**src/rtl/wt_store_tid_tracker.sv**
```systemverilog
// Store transaction-ID tracker for the write-through L1.5 path: hands out free TIDs,
// retires them on ack, and drains all outstanding stores on a fence request.
module wt_store_tid_tracker #(
    parameter int MemTidWidth          = 2,
    parameter int MaxOutstandingStores = 7,
    localparam int NumIds              = 2 ** MemTidWidth,
    localparam int CntWidth            = $clog2(NumIds + 1)
) (
    input  logic                   clk_i,
    input  logic                   rst_i,
    input  logic                   req_valid_i,
    output logic                   req_ready_o,
    output logic [MemTidWidth-1:0] req_tid_o,
    input  logic                   ack_valid_i,
    input  logic [MemTidWidth-1:0] ack_tid_i,
    input  logic                   fence_req_i,
    output logic                   fence_done_o,
    output logic [CntWidth-1:0]    outstanding_o,
    output logic                   empty_o,
    output logic                   err_o
);

    localparam int Lim = (NumIds < MaxOutstandingStores) ? NumIds : MaxOutstandingStores;
    localparam logic [CntWidth-1:0] LimCnt = CntWidth'(Lim);

    localparam logic [1:0] IDLE  = 2'd0;
    localparam logic [1:0] DRAIN = 2'd1;
    localparam logic [1:0] DONE  = 2'd2;

    // fence_state is the observable FSM state for checkers.
    logic [1:0]             fence_state;
    logic [1:0]             fence_state_d;
    logic [NumIds-1:0]      busy;
    logic [NumIds-1:0]      busy_d;
    logic [NumIds-1:0]      set_mask;
    logic [NumIds-1:0]      clr_mask;
    logic [CntWidth-1:0]    cnt;
    logic [CntWidth-1:0]    cnt_d;
    logic [MemTidWidth-1:0] free_tid;
    logic                   have_free;
    logic                   grant;
    logic                   ack_hit;
    logic                   ack_spurious;

    // Scan downward so the last hit wins: the lowest-index clear bit.
    always_comb begin
        free_tid  = '0;
        have_free = 1'b0;
        for (int i = NumIds - 1; i >= 0; i--) begin
            if (!busy[i]) begin
                free_tid  = MemTidWidth'(i);
                have_free = 1'b1;
            end
        end
    end

    // Request handshake: a TID transfers on a cycle where req_valid_i && req_ready_o;
    // req_ready_o and req_tid_o depend only on registered state, never on req_valid_i.
    assign req_ready_o = (fence_state == IDLE) && (cnt < LimCnt) && have_free;
    assign req_tid_o   = free_tid;
    assign grant       = req_valid_i && req_ready_o;

    // A granted TID is clear, so an ack naming it in the same cycle lands here as spurious.
    assign ack_hit      = ack_valid_i && busy[ack_tid_i];
    assign ack_spurious = ack_valid_i && !busy[ack_tid_i];

    always_comb begin
        set_mask = '0;
        clr_mask = '0;
        if (grant) begin
            set_mask = NumIds'(1) << req_tid_o;
        end
        if (ack_hit) begin
            clr_mask = NumIds'(1) << ack_tid_i;
        end
        busy_d = (busy | set_mask) & ~clr_mask;
    end

    always_comb begin
        cnt_d = cnt;
        case ({grant, ack_hit})
            2'b10:   cnt_d = cnt + CntWidth'(1);
            2'b01:   cnt_d = cnt - CntWidth'(1);
            default: cnt_d = cnt;
        endcase
    end

    // DRAIN exits on the post-update count so the final ack's edge also enters DONE.
    always_comb begin
        fence_state_d = fence_state;
        case (fence_state)
            IDLE:    if (fence_req_i) fence_state_d = DRAIN;
            DRAIN:   if (cnt_d == '0) fence_state_d = DONE;
            DONE:    fence_state_d = IDLE;
            default: fence_state_d = IDLE;
        endcase
    end

    always_ff @(posedge clk_i or posedge rst_i) begin
        if (rst_i) begin
            busy        <= '0;
            cnt         <= '0;
            err_o       <= 1'b0;
            fence_state <= IDLE;
        end else begin
            busy        <= busy_d;
            cnt         <= cnt_d;
            err_o       <= ack_spurious;
            fence_state <= fence_state_d;
        end
    end

    assign fence_done_o  = (fence_state == DONE);
    assign outstanding_o = cnt;
    assign empty_o       = (cnt == '0);

endmodule
```
**config.mk**
```make
export PLATFORM = sky130hd
export DESIGN_NAME = wt_store_tid_tracker
export DESIGN_NICKNAME = d
export VERILOG_FILES = /design/src/rtl/wt_store_tid_tracker.sv
export SDC_FILE = /design/constraint.sdc
export NUM_CORES = 1
export LEC_CHECK = 0
export CAP_MARGIN = 10
export CORE_AREA = 2 2 39 41
export DETAILED_ROUTE_END_ITERATION = 10
export DIE_AREA = 0 0 41 43
export GPL_ROUTABILITY_DRIVEN = 0
export PLACE_DENSITY = 0.76
export RECOVER_POWER = 50
export SLEW_MARGIN = 20
export SYNTH_ARGS = -nofsm -noshare
export SYNTH_HDL_FRONTEND = slang
export SYNTH_SLANG_ARGS = --single-unit
```
**constraint.sdc**
```tcl
create_clock -name clk_i -period 3.2 [get_ports clk_i]
set_input_delay 0.32 -clock clk_i [delete_from_list [all_inputs] [get_ports clk_i]]
set_output_delay 0.32 -clock clk_i [all_outputs]
set_load 0.02 [all_outputs]
```
==> results by group <==
Die
  – Core Footprint: 1380 um2
  – Die W: 41 um
  – Starting Density: 44.3%
  – Site Rows: 14
  – Die area: 1760 um2
  – Io pins: 16
  – Die Ht: 43 um

Status
  – Status: finished, final reports clean

Power
  – Tot Pwr: 0.000784 W
  – Comb pwr share: 53.9%
  – Pint: 0.000448 W
  – Peak supply drop: 0.409 mV
  – PD cells: 1030 nW/um2
  – Clock power share: 10.6%
  – Sw Share: 42.9%
  – Share of power burned in registers: 35.6%
  – Net switching power: 0.000336 W
  – Pleak: 0.315 nW

Place
  – DP Wirelength: 867 um
  – DP Cell Count: 85
  – Placed Area: 756 um2
  – Port-buffer cells: 15

Yosys
  – Post-synth top area cell: dfrtp_1
  – YS warnings: 0
  – Register area share after synthesis: 40.8%
  – Most frequent cell after synthesis: dfrtp_1
  – Synth Register Bits: 10
  – Cells after synthesis: 57
  – Area contributors post-synth: dfrtp_1, a31oi_1, nor4b_4, buf_6, mux4_2
  – Post-synth top cells: dfrtp_1, inv_1, nand2_1
  – Syn nets: 66
  – Syn avg cell area: 10.8 um2
  – Post-synth cell types: 30
  – Asr flop ratio synth: 100%
  – Synthesized area: 613 um2
  – Number of flops mapped to enable cells by yosys: 0
  – Post-synth top area share: 40.8%
  – Post-synth top flop: dfrtp_1

Timing
  – Slew @ Worst Pin: 0.856 ns
  – Final Setup Violations: 0
  – Slew Viols, Final: 0
  – RSZ-0062 raised after global routing: false
  – Highest clock rate: 390 MHz
  – Rel. slew slack: 42.2%
  – Setup TNS: 0 ns
  – Final Hold Fails: 0
  – Final worst path period need: 2.56 ns
  – Skew final: 0.00548 ns
  – Period utilisation layout: 80.1%

CTS
  – Skew-Pair Late Insertion Delay: 0.26 ns
  – Resized Gates After CTS: 0
  – CTS tree: built
  – CTS Buf Count: 3
  – # Post-CTS Setup Buffers: 0
  – Clk buf depth: 2
  – H-tree levels: 1
  – Root Buffer Master: clkbuf_4
  – CTS Hold Bufs: 0
  – CTS clock-pin slew for the worst setup and hold paths: 0.06 ns
  – Num Clock Sinks: 10

Setup path
  – Start of the worst register-to-register path: outstanding_o[2]
  – Arrival time at the worst endpoint: 2.71 ns
  – CP Class: input pin to flop
  – Terminus of the critical flop-to-flop path: fence_state[1]
  – Type of origin of the critical path: input pin
  – CP Max Fanout: 4
  – Worst Setup SP: ack_tid_i[0]
  – Cells on worst reg2reg path: 8
  – Critical Path RT: 3.35 ns
  – Capture point of the worst path: fence_state[1]
  – Crit end category: flop
  – Flop2flop setup slack: 0.65 ns

Global route
  – Largest net degree at the start of global routing: 11
  – GRT Util Overall: 15.8%
  – Vias in the first global route: 451
  – Grt ovf: 0
  – First-pass GRT wire length: 1860 um
  – Initial antenna violation count: 0

Finish
  – Fin area: 763 um2
  – Layout area overhead: 24.5%
  – Layout net count: 83
  – Share of cells above drive strength 1: 9.72%
  – N_diodes: 0
  – Layout Cells excl Fill: 88

Drt
  – DR iter-0 viols: 1
  – Post-route antenna net violation count: 0
  – Vias per cell: 5.36
  – Residual DRC: 0
  – Via count: 472
  – WL/cell: 12.6 um
  – TritonRoute pass-1 iters: 3
  – Routed wire length: 1110 um

Min path
  – HP Class: input pin to async pin

Run
  – Max-cap check violation count: 0
==> layer usage <==
layer	vias up	wire length (um)	share of wire (%)	global-route usage, %
met4	0	11	1.0	12.0
met5	-	0	0	0
met3	2	57	5.2	3.14
met2	14	562	51	23.1
met1	219	474	43	19.1
li1	237	-	-	-
==> worst min path at each step <==
stage                          start                to  slack [ns]
finish                         rst_i           busy[3]        0.47
global route                   rst_i             err_o        0.53
CTS                            rst_i             err_o        0.34
detailed placement  outstanding_o[1]  outstanding_o[1]        0.54
global placement    outstanding_o[1]  outstanding_o[1]        0.53
floorplan                      rst_i           busy[0]        0.16
==> kinds of logic (layout without fill, tap and decap cells) <==
family	Yosys count	after routing	synth area share [%]
xor+xnor	3	3	4.29
compound gates	15	15	18.8
fa+ha+maj	2	2	5.31
simple gates	18	18	19.6
mux	1	1	3.67
flops	10	10	40.8
buf+inv	8	23	7.55
==> worst max-delay path: stages <==
cell	delay [ns]
dlygate4sd3_1	0.63
mux4_2	0.53
and2_1	0.17
ha_1	0.21
inv_1	0.07
fa_1	0.42
nand2_1	0.07
o22ai_1	0.09
and4b_1	0.19
==> area by class of cell <==
| type | instances | area, um2 |
|---|---|---|
| inverters | 5 | 18.8 |
| multi-input cells | 39 | 302 |
| repair buffers | 15 | 150 |
| well taps | 16 | 20.0 |
| flip-flops and latches | 10 | 250 |
| fillers | 138 | 621 |
| clock buffers | 3 | 22.5 |
==> stage by stage <==
step,hold WS [ns],utilization [%],setup slack [ns]
6_report,0.470,55.2,0.637
5_1_grt,0.533,55.2,0.482
4_1_cts,0.340,56.2,0.708
3_5_place_dp,0.540,54.6,0.425
3_3_place_gp,0.526,54.6,0.469
2_1_floorplan,0.160,-,0.988
==> power groups by stage <==
stage,Clock (W),Sequential [W],Combinational (W)
after CTS,0.0000871,0.000288,0.000435
after global placement,0,0.000287,0.000419
after global routing,0.0000939,0.000290,0.000464
final,0.0000830,0.000279,0.000422
after detailed placement,0,0.000291,0.000432
after floorplan,0,0.000277,0.000310
==> registers in the layout (all words and copies together), names as in the netlist <==
name and flops:
err_o 1, fence_state 2, outstanding_o 3, busy 4
==> cells in the final DEF, fill, tap and decap left out <==
cell type	n
clkbuf_4	3
a21boi_0	1
nor2b_1	2
o21bai_1	1
and2_1	1
nor3_1	1
fa_1	1
a21boi_2	1
a41oi_2	1
nand4_1	1
dfrtp_1	10
a21oi_1	2
o31a_1	1
o21ai_0	1
ha_1	1
o22ai_1	1
a41oi_1	2
and4b_1	1
xor2_1	2
nand2_1	5
inv_1	5
nor4b_1	2
a31oi_1	4
nand2b_1	2
xnor2_1	1
mux4_2	1
nor2_1	2
and2b_2	1
clkdlybuf4s50_1	13
dlygate4sd3_1	2
Note: power is estimated with default switching activity, not from simulation.
